==> src/rtl/qtune_sequencer.sv <==
// qtune_sequencer: bisection search on the bias-current reference i_ref until
// the measured Q lands within TOL of the requested Q.
//
// Each iteration applies the midpoint of [lo, hi], waits SETTLE_CYC cycles for
// the analog path to settle, then requests one measurement and evaluates it.
//
// Handshake: meas_req is high for every cycle spent in MEASURE. A measurement
// is taken on the first cycle in which meas_req and meas_valid are both high.
// meas_req drops on the following cycle. meas_valid outside MEASURE has no
// effect.
//
// fsm_state exposes the controller state for debug and checker binding:
// 0 IDLE, 1 APPLY, 2 SETTLE, 3 MEASURE, 4 EVAL, 5 FINISH.
module qtune_sequencer #(
    parameter int WIDTH        = 10,
    parameter int TOL          = 30,
    parameter int SETTLE_CYC   = 16,
    parameter int MAX_ITER     = 12,
    parameter int MEAS_TIMEOUT = 1023
) (
    input  logic             clk,
    input  logic             rst,
    input  logic             start,
    input  logic             abort,
    input  logic [WIDTH-1:0] desired_q,
    input  logic [WIDTH-1:0] i_ref_setup,
    input  logic [WIDTH-1:0] meas_q,
    input  logic             meas_valid,
    output logic             meas_req,
    output logic [WIDTH-1:0] i_ref,
    output logic             busy,
    output logic             done,
    output logic             converged,
    output logic             fail,
    output logic [7:0]       iter_count,
    output logic [2:0]       fsm_state
);

    typedef enum logic [2:0] {
        S_IDLE    = 3'd0,
        S_APPLY   = 3'd1,
        S_SETTLE  = 3'd2,
        S_MEASURE = 3'd3,
        S_EVAL    = 3'd4,
        S_FINISH  = 3'd5
    } state_t;

    // One timer serves both the settle wait and the measurement timeout.
    localparam int TMAX = (SETTLE_CYC > MEAS_TIMEOUT) ? SETTLE_CYC : MEAS_TIMEOUT;
    localparam int TW   = $clog2(TMAX + 1);
    localparam logic [TW-1:0] SETTLE_LAST  = TW'(SETTLE_CYC - 1);
    localparam logic [TW-1:0] TIMEOUT_LAST = TW'(MEAS_TIMEOUT - 1);
    localparam logic [WIDTH:0] TOL_W       = (WIDTH+1)'(TOL);

    state_t state, state_next;

    logic [WIDTH-1:0] lo, hi, target, meas_cap;
    logic [TW-1:0]    timer;

    // Evaluation datapath.
    logic signed [WIDTH:0] diff;
    logic        [WIDTH:0] err_mag;
    logic        [WIDTH:0] span;
    logic [WIDTH-1:0]      lo_n, hi_n, midpoint;
    logic                  within_tol, iter_limit, span_small;
    logic                  finish_ok, enter_finish;

    // Midpoint and error math, both carried one bit wider to avoid overflow.
    always_comb begin
        midpoint   = WIDTH'(({1'b0, lo} + {1'b0, hi}) >> 1);
        diff       = signed'({1'b0, meas_cap}) - signed'({1'b0, target});
        err_mag    = diff[WIDTH] ? unsigned'(-diff) : unsigned'(diff);
        within_tol = (err_mag <= TOL_W);
        lo_n       = lo;
        hi_n       = hi;
        if (meas_cap < target) begin
            lo_n = i_ref;
        end else if (meas_cap > target) begin
            hi_n = i_ref;
        end
        span       = {1'b0, hi_n} - {1'b0, lo_n};
        span_small = (span <= (WIDTH+1)'(1));
        iter_limit = ((iter_count + 8'd1) == 8'(MAX_ITER));
    end

    // State register.
    always_ff @(posedge clk) begin
        if (rst) begin
            state <= S_IDLE;
        end else begin
            state <= state_next;
        end
    end

    // Next-state logic; abort pre-empts every busy state, including a converging EVAL.
    always_comb begin
        state_next = state;
        finish_ok  = 1'b0;
        case (state)
            S_IDLE: begin
                if (start) state_next = S_APPLY;
            end
            S_APPLY: begin
                state_next = abort ? S_FINISH : S_SETTLE;
            end
            S_SETTLE: begin
                if (abort)                     state_next = S_FINISH;
                else if (timer == SETTLE_LAST) state_next = S_MEASURE;
            end
            S_MEASURE: begin
                if (abort)                      state_next = S_FINISH;
                else if (meas_valid)            state_next = S_EVAL;
                else if (timer == TIMEOUT_LAST) state_next = S_FINISH;
            end
            S_EVAL: begin
                if (abort) begin
                    state_next = S_FINISH;
                end else if (within_tol) begin
                    state_next = S_FINISH;
                    finish_ok  = 1'b1;
                end else if (iter_limit || span_small) begin
                    state_next = S_FINISH;
                end else begin
                    state_next = S_APPLY;
                end
            end
            S_FINISH: begin
                state_next = S_IDLE;
            end
            default: begin
                state_next = S_IDLE;
            end
        endcase
        enter_finish = (state_next == S_FINISH) && (state != S_FINISH);
    end

    // Output decode from the current state.
    always_comb begin
        busy      = (state == S_APPLY) || (state == S_SETTLE) ||
                    (state == S_MEASURE) || (state == S_EVAL);
        done      = (state == S_FINISH);
        meas_req  = (state == S_MEASURE);
        fsm_state = state;
    end

    // Search bounds, timer, captured measurement and sticky result flags.
    always_ff @(posedge clk) begin
        if (rst) begin
            lo         <= '0;
            hi         <= '0;
            target     <= '0;
            meas_cap   <= '0;
            timer      <= '0;
            i_ref      <= '0;
            iter_count <= '0;
            converged  <= 1'b0;
            fail       <= 1'b0;
        end else begin
            case (state)
                S_IDLE: begin
                    if (start) begin
                        lo         <= '0;
                        hi         <= i_ref_setup;
                        target     <= desired_q;
                        iter_count <= '0;
                        converged  <= 1'b0;
                        fail       <= 1'b0;
                    end
                end
                S_APPLY: begin
                    i_ref <= midpoint;
                    timer <= '0;
                end
                S_SETTLE: begin
                    timer <= (timer == SETTLE_LAST) ? '0 : timer + 1'b1;
                end
                S_MEASURE: begin
                    timer <= timer + 1'b1;
                    if (meas_valid) meas_cap <= meas_q;
                end
                S_EVAL: begin
                    iter_count <= iter_count + 8'd1;
                    lo         <= lo_n;
                    hi         <= hi_n;
                end
                default: begin
                end
            endcase
            // Any non-converged exit parks the bias at zero for safety.
            if (enter_finish) begin
                if (finish_ok) begin
                    converged <= 1'b1;
                end else begin
                    fail  <= 1'b1;
                    i_ref <= '0;
                end
            end
        end
    end

endmodule

==> config.mk <==
export PLATFORM = sky130hd
export DESIGN_NAME = qtune_sequencer
export DESIGN_NICKNAME = d
export VERILOG_FILES = /design/src/rtl/qtune_sequencer.sv
export SDC_FILE = /design/constraint.sdc
export NUM_CORES = 1
export LEC_CHECK = 0
export CAP_MARGIN = 10
export CELL_PAD_IN_SITES_DETAIL_PLACEMENT = 1
export CELL_PAD_IN_SITES_GLOBAL_PLACEMENT = 1
export CORE_MARGIN = 5
export CORE_UTILIZATION = 45
export CTS_CLUSTER_DIAMETER = 100
export DETAILED_ROUTE_END_ITERATION = 8
export GPL_ROUTABILITY_DRIVEN = 0
export GPL_TIMING_DRIVEN = 0
export HOLD_SLACK_MARGIN = 0.08
export PLACE_DENSITY = 0.95
export SYNTH_ARGS = -nofsm -noshare
export SYNTH_HDL_FRONTEND = slang
export SYNTH_SLANG_ARGS = --single-unit
==> constraint.sdc <==
create_clock -name clk -period 12.9 [get_ports clk]
set_input_delay 2.58 -clock clk [delete_from_list [all_inputs] [get_ports clk]]
set_output_delay 2.58 -clock clk [all_outputs]
set_load 0.05 [all_outputs]
Yosys cells after proc, flatten, opt, wreduce, memory -nomap -nowiden --
Index checks and enable logic that the tools add are counted.
Word-level totals: register bits after elaboration 73, output and inout port bits 26
Cells by class: $add $sub $neg 6, $lt $le $gt $ge 4, equal/unequal tests 11, multiplexer cells 37, reduce and logical (&&, ||, !) cells 11
Operators by type and width (count):
- 10-bit two-way mux | 9
- 10-bit case mux with 2 select lines | 2
- 3-bit two-way mux | 10
- 10-bit case mux with 3 select lines | 1
- 10-bit by 10-bit subtractor with 11-bit output | 2
- 8-bit case mux with 2 select lines | 1
- 3-bit case mux with 5 select lines | 1
- 10-bit by 10-bit adder with 11-bit output | 1
- 11-bit by 1-bit less-or-equal comparator with 1-bit output (second input constant) | 1
- 11-bit by 5-bit less-or-equal comparator with 1-bit output (second input constant) | 1
- 1-bit two-way mux | 11
- 11-bit two-way mux | 1
- 11-bit negation | 1
- 10-bit by 1-bit adder with 10-bit output (second input constant) | 1
- 10-bit == test (second input constant) | 1
- 10-bit by 4-bit == test with 1-bit output (second input constant) | 1
- 10-bit greater-than comparator | 1
- 10-bit less-than comparator | 1
- 3-bit == test (second input constant) | 3
- 8-bit by 1-bit adder with 8-bit output (second input constant) | 1
- 8-bit by 4-bit == test with 1-bit output (second input constant) | 1
- 8-bit two-way mux | 1
- 3-bit by 2-bit == test with 1-bit output (second input constant) | 2
- 2-bit AND reduction | 3
- 8 further kinds | 11

Depth between registers and ports, before layout --
Gate-level depths: netlist of the first run.
depth in word-level cells 13, gate-level depth with buffers 21, mapped depth without buffers 20

Least setup slack after synthesis of the first run --
No wires, ideal clock.
kind register to register, start point register target[4], end point register i_ref[1], library setup time 0.156 ns, arrival 4.296 ns, path slack 8.447 ns, stages on the path, launching flop included 20, period minus slack after synthesis 4.453 ns, cells stage by stage dfxtp_1 -> inv_1 -> ha_1 -> buf_2 -> and3_1 -> o21ai_0 -> nand4b_1 -> a31oi_1 -> buf_2 -> mux2i_1 -> ha_1 -> nor2b_1 -> o21ai_0 -> o22ai_1 -> or4_1 -> a211oi_1 -> a41oi_1 -> o21a_1 -> a211oi_4 -> a2111oi_2
On the way: longest elaborated chain between the ends 13, elaborated cells between the ends (all ways) 23, those cells by class add/sub (3); order compare (4); eq/ne (1); mux (13); reduce/logical (2)
Ends and longest elaborated chain:
- start: declaration | line 57 | logic [WIDTH-1:0] lo, hi, target, meas_cap;
- start signal: assignment | line 164 | target <= desired_q;
- 10-bit greater-than comparator | line 78 | end else if (meas_cap > target) begin
- 10-bit two-way mux | line 78
- 10-bit two-way mux | line 76 | if (meas_cap < target) begin
- 10-bit by 10-bit subtractor with 11-bit output | line 81 | span = {1'b0, hi_n} - {1'b0, lo_n};
- 11-bit by 1-bit less-or-equal comparator with 1-bit output | line 82 | span_small = (span <= (WIDTH+1)'(1));
- 1-bit logical OR | line 121 | end else if (iter_limit || span_small) begin
- 3-bit two-way mux | line 121
- 3-bit two-way mux | line 118 | end else if (within_tol) begin
- 3-bit two-way mux | line 116 | if (abort) begin
- 3-bit case mux with 5 select lines | line 99 | case (state)
- 3-bit == test | line 134 | enter_finish = (state_next == S_FINISH) && (state != S_FINISH);
- 1-bit logical AND | line 134
- 10-bit two-way mux (*) | line 190 | if (enter_finish) begin
- end signal: assignment | line 171 | i_ref <= midpoint;
- end: declaration | line 30 | output logic [WIDTH-1:0] i_ref,
Every way passes the cells marked *; elsewhere a longest branch is shown, timed or not. A chain may end at the register's enable or synchronous reset.

Final worst setup path of the first run --
start point register target[4], end point register i_ref[2]
Same word-level chain as after synthesis.

==> results of run 1 <==
-- routing by layer --
| metal | share of wire | GRT usage | up-vias | wire [um] |
|---|---|---|---|---|
| met5 | 0 | 0 | - | 0 |
| met4 | 0.032 | 0.1170 | 0 | 505 |
| met3 | 0.028 | 0.02674 | 36 | 438 |
| met2 | 0.52 | 0.4597 | 113 | 8083 |
| met1 | 0.42 | 0.2899 | 2392 | 6655 |
| li1 | - | - | 2326 | - |
-- layout by cell type, fill, tap and decap left out, drive strengths merged, types with 14 or more instances in the layout --
master	count
o21ai	20
nand2	75
a21oi	69
nor3	19
clkbuf	32
dfxtp	73
clkdlybuf4s50	60
nor2	82
ha	33
mux2i	14
inv	24
-- worst max-delay path, stage by stage, from the launching register on --
cell,delay (ns)
dfxtp_1,0.33
inv_1,0.05
ha_1,0.26
buf_2,0.20
and3_1,0.28
o211ai_1,0.17
nand4b_1,0.17
a31oi_1,0.13
a21oi_2,0.59
mux2_2,0.46
ha_1,0.29
nor2b_1,0.14
o21ai_0,0.29
o22ai_1,0.16
or4_1,0.46
a211oi_1,0.33
a41oi_1,0.11
o21a_1,0.26
a211oi_4,0.58
nor3_1,0.12
-- worst max-delay path by stage --
stage / startpoint / endpoint / slack, ns / depth (start not counted)
global route: target[4] / i_ref[3] / 7.12 / 19
global placement: target[4] / i_ref[1] / 7.76 / 19
CTS: target[4] / i_ref[2] / 7.46 / 19
finish: target[4] / i_ref[2] / 7.38 / 19
detailed placement: target[4] / i_ref[2] / 7.48 / 19
floorplan: target[4] / i_ref[1] / 8.45 / 19
-- Yosys cell counts, drive strengths merged, types with 3 or more instances --
| cell type | n | area (um^2) |
|---|---|---|
| o21a | 10 | 75.07 |
| nor3 | 19 | 95.09 |
| a22oi | 7 | 52.55 |
| nor2b | 4 | 25.02 |
| and2 | 4 | 25.02 |
| o211ai | 4 | 30.03 |
| o21ai | 20 | 100.1 |
| nand3 | 10 | 50.05 |
| nor4 | 9 | 56.30 |
| o21bai | 3 | 22.52 |
| a2111oi | 4 | 41.29 |
| xnor2 | 9 | 78.83 |
| a21o | 10 | 75.07 |
| nor3b | 7 | 52.55 |
| and3 | 7 | 43.79 |
| or2 | 4 | 25.02 |
| nand3b | 3 | 22.52 |
| dfxtp | 73 | 1461 |
| nand4 | 7 | 43.79 |
| xor2 | 10 | 87.58 |
| nor2 | 82 | 307.8 |
| clkbuf | 20 | 75.07 |
| a21oi | 69 | 349.1 |
| inv | 24 | 90.09 |
| mux2 | 10 | 112.6 |
| mux2i | 14 | 140.1 |
| nand2b | 5 | 31.28 |
| a211oi | 9 | 90.08 |
| a31oi | 4 | 25.02 |
| nand2 | 75 | 284.0 |
| ha | 33 | 412.9 |
| or3 | 7 | 48.80 |
| fa | 3 | 60.06 |
-- cells by family after synthesis --
| logic type | Yosys count |
|---|---|
| flip-flops | 73 |
| XOR/XNOR | 19 |
| adder cells (fa/ha/maj) | 36 |
| AND/OR/NAND/NOR | 252 |
| multiplexers | 24 |
| buffers and inverters | 46 |
| AO/OA/AOI/OAI | 160 |
-- flip-flops by register name (all words and copies together), names as in the netlist --
name / count
fail: 1
i_ref: 10
converged: 1
fsm_state: 3
timer: 10
lo: 10
target: 10
iter_count: 8
meas_cap: 10
hi: 10
-- power by group --
| group | total, uW | internal (uW) | switching (uW) |
|---|---|---|---|
| sequential | 245 | 236 | 9.43 |
| clock | 159 | 68.8 | 89.7 |
| combinational | 272 | 106 | 166 |
| total | 676 | 410 | 266 |
-- per-stage QoR --
stage | instance area (um^2) | total power, uW
after detailed placement | 5549 | 517.9
after global placement | 5549 | 504.7
after global routing | 5704 | 715.0
final | 5704 | 675.9
after CTS | 5704 | 676.0
after floorplan | 4778 | 440.8
-- final cells by class --
class	count	area [um^2]	share of cell area
plain buffers	22	85.08	0.01492
clock buffers	12	135.1	0.02369
clock inverters	4	20.02	0.003510
inverters	24	90.09	0.01579
multi-input cells	491	3142	0.5508
flip-flops and latches	73	1461	0.2562
well taps	136	170.2	0.02983
repair buffers	60	600.6	0.1053
==> impl_metrics.ini, run 1 <==
[cells_and_area]
instances_no_fill = 822
nets = 752
antennaDiodeCount = 0
finish.utilization = 0.5525
n_fill_cell = 1291
drive_gt1_frac = 0.06268
area_delta_synth_final_pct = 19.38

[die]
core.rowCount = 37
die_h_um = 113.0
start_util = 0.4629
core_area_um2 = 10320
die_w_um = 113.0
dieArea_um2 = 12780
ios = 61

[hold_path]
min_path_cells = 2
min_from = target[4]
hold-path-endpoint = target[4]
hp-class = register to register

[sta]
fmax_mhz = 181.1
clock_skew_ns = 0.01048
setup_tns_ns = 0
drv_slew = 0
final.min_clock_period_ns = 5.521
fin_crit_sh = 0.4280
rsz0062_at_grt = false
slew_headroom = 0.3488
max_slew.worst_pin.slew_ns = 0.9702
fin_hold_ws_ns = 0.4597
finalSetupViolations = 0
hold_viol_final = 0
layout_setup_ws_ns = 7.379

[clock_tree]
clk_latency_ns = 0.36
cts_buffer_depth = 2
ctsHoldBuffers = 0
cts.repair.resized = 0
cts_buffers = 9
cts_tree = done
h-tree-depth = 3
clkTransAtPathRegs_ns = 0.07
clock-sinks = 73
cts_root_buf = clkbuf_8
cts_setup_buffers = 0

[critical_path]
cp_max_fo = 10
rrSetupSlack_ns = 7.38
required_ns = 13.11
arrival_ns = 5.73
r2r_start = target[4]
r2r-end = i_ref[2]
worstSetupPathType = register to register
r2r_cells = 19
critPathLaunchType = register
worstSetupEndpointType = register

[synth]
synth-edff-count = 0
synth_seq_cells = 73
syn_area_per_cell_um2 = 7.833
synthArstFlopShare = 0
yosys.area_share.xor_xnor = 0.03483
synth_nets = 681
ys_warn_count = 0
yosysUniqueCellTypes = 62
synth_top_family_by_area = simple AND/OR/NAND/NOR gates
synth_mux_area_frac = 0.05289
synth_area_um2 = 4778
ys_seq_area_frac = 0.3058
synthAdderAreaFrac = 0.09898
synth-simple-area-share = 0.2498
netlist_instances = 610
synth_compound_area_frac = 0.2210
synthFlopType = dfxtp_1

[routing]
via_count = 4867
wl_per_cell_um = 19.08
via_per_inst = 5.921
drt_iter0_markers = 233
drc = 0
antenna_left = 0
routed_wl_mm = 15.68
drt_pass1_iterations = 5

[pwr]
p_per_area_nw_per_um2 = 118.5
ir_drop_mv = 0.05399
p_leak_uw = 0.002212

[place]
dp.cells = 806
port_buffers = 60
dp_slack_ns = 7.478
dp_hpwl_mm = 11.75

[grt]
gr-total-overflow = 0
antenna_found_initial = 0
track_usage = 0.2506
grt_max_degree = 12
grt_pass1_wl_mm = 25.97
grt_pass1_vias = 5294

[flow_run]
maxCapViolations = 0

[status]
status = finished clean
Note: power is estimated with default switching activity, not from simulation.
==> run 2, diff against run 1 <==
--- a/config.mk
+++ b/config.mk
@@ -9,13 +9,13 @@
 export CELL_PAD_IN_SITES_DETAIL_PLACEMENT = 1
 export CELL_PAD_IN_SITES_GLOBAL_PLACEMENT = 1
 export CORE_MARGIN = 5
-export CORE_UTILIZATION = 45
+export CORE_UTILIZATION = 37
 export CTS_CLUSTER_DIAMETER = 100
 export DETAILED_ROUTE_END_ITERATION = 8
 export GPL_ROUTABILITY_DRIVEN = 0
 export GPL_TIMING_DRIVEN = 0
 export HOLD_SLACK_MARGIN = 0.08
-export PLACE_DENSITY = 0.95
+export PLACE_DENSITY = 0.85
 export SYNTH_ARGS = -nofsm -noshare
 export SYNTH_HDL_FRONTEND = slang
 export SYNTH_SLANG_ARGS = --single-unit
==> constraint.sdc (replaced) <==
create_clock -name clk -period 4.49 [get_ports clk]
set_input_delay 0.898 -clock clk [delete_from_list [all_inputs] [get_ports clk]]
set_output_delay 0.898 -clock clk [all_outputs]
set_load 0.05 [all_outputs]
==> run 2 against run 1 <==
Effect of this change:
- the run now ends with negative setup slack left
- cell count increased by 8.5%
- count of clock-buffer cells in the layout down 1
- non-clock buffer count grew 35
- sequential power grew to 2.9 times the previous value
- via count up 7.6%
- highest routed layer unchanged
- critical endpoint is now i_ref[1]
- sequential share of layout area shrank 3.3 points
- combinational power rose to 4.0 times the previous value
- maximum frequency is 20% higher
- hold slack worse by 0.0036 ns
- global-route usage down 2.5 points
- final area is 15% higher
- core utilization shrank 3.1 points
==> impl_metrics.ini, run 2 (synthesis results as in run 1) <==
[status]
status = complete, but fails checks
violations = negative setup slack

[critical_path]
worstSetupEndpointType = register
r2r_start = target[3]
arrival_ns = 4.80
required_ns = 4.68
worstSetupPathType = register to register
cp_max_fo = 9
critPathLaunchType = register
crit_start = target[3]

[pwr]
combPwrFrac = 0.432
power.switching_uw = 926.8
p_leak_uw = 0.002467
ir_drop_mv = 0.2253
pwr-share-clk = 0.285
p_seq_frac = 0.284
p_per_area_nw_per_um2 = 380.3
p_int_uw = 1578
switching_share = 0.3701

[grt]
antenna_found_initial = 0
grt_pass1_wl_mm = 26.65
grt_pass1_vias = 5372
track_usage = 0.2253
gr-total-overflow = 0
grt_max_degree = 12

[routing]
antenna_left = 0
via_per_inst = 5.872
wl_per_cell_um = 20.87
drt_pass1_iterations = 5
drc = 0
via_count = 5238
routed_wl_mm = 18.62
drt_iter0_markers = 338

[clock_tree]
h-tree-depth = 3
cts_buffer_depth = 2
clock-sinks = 73
cts_buffers = 9
cts_root_buf = clkbuf_16
clk_latency_ns = 0.36
clkTransAtPathRegs_ns = 0.06
ctsHoldBuffers = 0
cts_tree = done

[sta]
max_slew.worst_pin.slew_ns = 1.016
finalSetupViolations = 12
setup_tns_ns = -1.029
fmax_mhz = 217.1
rsz0062_at_grt = true
final.min_clock_period_ns = 4.606
clock_skew_ns = 0.01121
fin_hold_ws_ns = 0.4560
slew_headroom = 0.3210
layout_setup_ws_ns = -0.1164
hold_viol_final = 0
drv_slew = 0
fin_crit_sh = 1.026

[cells_and_area]
final_cell_mix = 82 x nor2_1, 73 x nand2_1, 68 x dfxtp_1
register_area_um2 = 1470
design_area_um2 = 6585
n_fill_cell = 1523
area_delta_synth_final_pct = 37.81
nets = 787
finish.utilization = 0.5218
multi_input_area_um2 = 3527
antennaDiodeCount = 0
drive_gt1_frac = 0.1792
final_common_cell = nor2_1

[hold_path]
hp-class = register to register
min_from = meas_cap[0]

[place]
dp_slack_ns = -0.7495
place_area_um2 = 5594
dp_hpwl_mm = 11.75
port_buffers = 60

[die]
die_w_um = 123.6
dieArea_um2 = 15290
ios = 61
start_util = 0.3786
die_h_um = 123.6
core_area_um2 = 12620
core.rowCount = 41

[flow_run]
maxCapViolations = 0
run 2: area by class of cell:
| class | count | area share |
|---|---|---|
| well taps | 172 | 0.03268 |
| flip-flops and latches | 73 | 0.2233 |
| clock buffers | 11 | 0.03534 |
| inverters | 24 | 0.01444 |
| clock inverters | 4 | 0.006840 |
| plain buffers | 22 | 0.01615 |
| repair buffers | 95 | 0.1357 |
| multi-input cells | 491 | 0.5356 |
run 2: power groups by stage:
| stage | clock [uW] | combinational (uW) | sequential [uW] |
|---|---|---|---|
| after floorplan | 0 | 523 | 743 |
| after global placement | 0 | 737 | 717 |
| after detailed placement | 0 | 767 | 719 |
| after CTS | 721 | 902 | 706 |
| after global routing | 752 | 1140 | 714 |
| final | 713 | 1080 | 711 |
run 2: per-layer routing:
metal / wire length (um) / GRT usage
met2: 9653 / 0.4204
met3: 952 / 0.04042
met1: 7208 / 0.2460
met4: 805 / 0.1010
met5: 0 / 0
run 2: worst paths after layout:
check                                   end  slack, ns  depth (start not counted)
worst min-delay path            meas_cap[0]       0.46                          2
worst max register to register     i_ref[1]      -0.12                         22
worst max-delay path               i_ref[1]      -0.12                         22
worst min register to register  meas_cap[0]       0.46                          2
run 2: through the flow:
step	std cells	total power (uW)
after floorplan	610	1266
after global placement	842	1454
after detailed placement	842	1486
after CTS	872	2329
after global routing	892	2604
final	892	2504
run 2: worst max-delay path: stages (launching register included):
cell and delay, ns:
dfxtp_1 0.35, inv_1 0.08, ha_4 0.31, and3_4 0.21, o211ai_1 0.11, nand4b_1 0.22
a31oi_4 0.15, a21oi_4 0.25, buf_6 0.15, mux2i_4 0.27, ha_4 0.20, inv_2 0.05
fa_2 0.41, a21o_1 0.20, a21oi_2 0.17, o31ai_2 0.09, o21ai_1 0.15, xor2_1 0.17
nand4_1 0.13, o21a_1 0.24, a211oi_4 0.27, buf_6 0.19, a2111oi_4 0.04
run 2: timing repair:
item | 4_1_cts | 5_1_grt
setup endpoints to repair | 12 | 12
buffers inserted | 14 | 22
pin swaps | 10 | 30
resized for setup | 39 | 56
cloned | 1 | 0
==> run 3, diff against run 2 <==
--- a/config.mk
+++ b/config.mk
@@ -9,13 +9,13 @@
 export CELL_PAD_IN_SITES_DETAIL_PLACEMENT = 1
 export CELL_PAD_IN_SITES_GLOBAL_PLACEMENT = 1
 export CORE_MARGIN = 5
-export CORE_UTILIZATION = 37
+export CORE_UTILIZATION = 41
 export CTS_CLUSTER_DIAMETER = 100
 export DETAILED_ROUTE_END_ITERATION = 8
 export GPL_ROUTABILITY_DRIVEN = 0
 export GPL_TIMING_DRIVEN = 0
 export HOLD_SLACK_MARGIN = 0.08
-export PLACE_DENSITY = 0.85
+export PLACE_DENSITY = 0.89
 export SYNTH_ARGS = -nofsm -noshare
 export SYNTH_HDL_FRONTEND = slang
 export SYNTH_SLANG_ARGS = --single-unit
==> constraint.sdc (replaced) <==
create_clock -name clk -period 4.4 [get_ports clk]
set_input_delay 0.88 -clock clk [delete_from_list [all_inputs] [get_ports clk]]
set_output_delay 0.88 -clock clk [all_outputs]
set_load 0.05 [all_outputs]
==> run 3 against run 2 <==
Effect of this change:
- the run still ends with negative setup slack left
- sequential share of layout area up 0.16 points
- global-route usage up 3.0 points
- non-clock buffer count up 2
- routed wire length up 9.7%
- flip-flop and latch count unchanged
- critical path depth down 1
- combinational power up 6%
- clock power up 6.7%
- maximum frequency down 2.2%
- hold slack better by 0.0040 ns
- register-to-register slack worse by 0.19 ns
- first-iteration DRC count up 44%
- critical path type unchanged
- largest cell class unchanged
- largest power group unchanged
==> impl_metrics.ini, run 3 (synthesis results as in run 1) <==
[die]
dieArea_um2 = 13910
die_w_um = 118.0
die_h_um = 118.0
ios = 61
core.rowCount = 39
start_util = 0.4185
core_area_um2 = 11420

[critical_path]
worstSetupPathType = register to register
cp_top_family = compound AO/OA/AOI/OAI gates
critPathLaunchType = register
worstSetupEndpointType = register
r2r_start = target[4]
cp_max_fo = 5
crit_start = target[4]
r2r_cells = 21
r2r-end = i_ref[0]
slowest_stage = or4_4
cpMostUsedCell = buf_6
path_cells = inv_1, ha_4, buf_6, and3_4, o21ai_2, nand4b_1, a31oi_4, buf_6, buf_12, mux2i_4, ha_4, nor2b_2, o21ai_2, o22ai_2, or4_4, a211oi_4, a41oi_2, o21a_1, a211oi_4, buf_6, nor3_1
required_ns = 4.59
critPathMaxStageDelay_ns = 0.53
rrSetupSlack_ns = -0.31
arrival_ns = 4.90
cp.buffers_inverters = 5

[sta]
fin_hold_ws_ns = 0.4601
fin_crit_sh = 1.070
max_slew.worst_pin.slew_ns = 1.286
drv_slew = 0
final.min_clock_period_ns = 4.709
layout_setup_ws_ns = -0.3089
rsz0062_at_grt = true
finalSetupViolations = 12
hold_viol_final = 0
fmax_mhz = 212.4
clock_skew_ns = 0.01012
slew_headroom = 0.1405

[cells_and_area]
area_delta_synth_final_pct = 36.50
instances_no_fill = 865
antennaDiodeCount = 0
final_common_cell = nor2_1
design_area_um2 = 6523
n_fill_cell = 1369
drive_gt1_frac = 0.1704
nets = 789
finish.utilization = 0.5712
final_cell_mix = 82 x nor2_1, 74 x nand2_1, 69 x dfxtp_1

[grt]
met2_usage = 0.4593
gr-total-overflow = 0
grt_pass1_vias = 5663
grt_pass1_wl_mm = 29.06
antenna_found_initial = 0
use_met3 = 0.05190
grt_use_met1 = 0.2910
grt_max_degree = 12
busiest_layer = met2
track_usage = 0.2553

[clock_tree]
clk_latency_ns = 0.35
cts_buffer_depth = 2
clock-sinks = 73
h-tree-depth = 3
cts_buffers = 9
clkTransAtPathRegs_ns = 0.06
cts_tree = done
cts_root_buf = clkbuf_16

[hold_path]
hold-path-endpoint = target[4]
min_path_cells = 2
min_from = target[4]
hp-class = register to register

[routing]
routed_wl_mm = 20.43
via_count = 5432
drt_pass1_iterations = 5
wl_per_cell_um = 23.61
drt_iter0_markers = 487
drc = 0
antenna_left = 0
via_per_inst = 6.280

[status]
status = complete, but fails checks
violations = negative setup slack

[place]
dp.cells = 813
port_buffers = 60
dp_hpwl_mm = 11.59
place_area_um2 = 5568

[pwr]
p_leak_uw = 0.002503
p_per_area_nw_per_um2 = 405.2
ir_drop_mv = 0.2514

[flow_run]
maxCapViolations = 0
run 3: how the worst max path moves through the flow:
| stage | to | cells after the start |
|---|---|---|
| final | i_ref[0] | 21 |
| after global routing | i_ref[1] | 20 |
| after CTS | i_ref[1] | 22 |
| after detailed placement | i_ref[2] | 19 |
| after global placement | i_ref[1] | 19 |
| after floorplan | i_ref[1] | 19 |
run 3: layer usage:
layer / share of wire / routed length, um
met4: 0.045 / 911
met1: 0.39 / 7933
met5: 0 / 0
met2: 0.51 / 10430
met3: 0.056 / 1152
run 3: final cells by class:
class	instances	area [um^2]	area share
multi-input cells	491	3471	0.5321
flip-flops and latches	73	1466	0.2248
repair buffers	97	913.4	0.1400
clock buffers	12	256.5	0.03932
well taps	143	178.9	0.02743
plain buffers	22	106.4	0.01631
inverters	24	90.09	0.01381
clock inverters	3	40.04	0.006138
run 3: tightest hold or removal path, cell delays in order (launching register included):
cell     delay, ns
dfxtp_2       0.32
nand2_1       0.05
a21oi_1       0.05
run 3: timing repair:
action	CTS	global route
setup endpoints to repair	12	12
buffers inserted	25	13
cloned	1	0
pin swaps	15	21
resized for setup	43	30
hold buffers	0	0
run 3: per-stage QoR:
step,setup WS [ns],power [uW],TNS [ns]
after global routing,-0.4222,2740,-4.501
after detailed placement,-0.8869,1516,-9.245
after floorplan,0.02276,1297,0
after global placement,-0.7340,1484,-7.713
after CTS,0.006226,2450,0
final,-0.3089,2643,-3.111
run 3: power breakdown:
group / switching [uW] / total, uW / internal [uW]
logic: 655 / 1150 / 500
registers: 33.8 / 727 / 693
clock network: 296 / 761 / 465
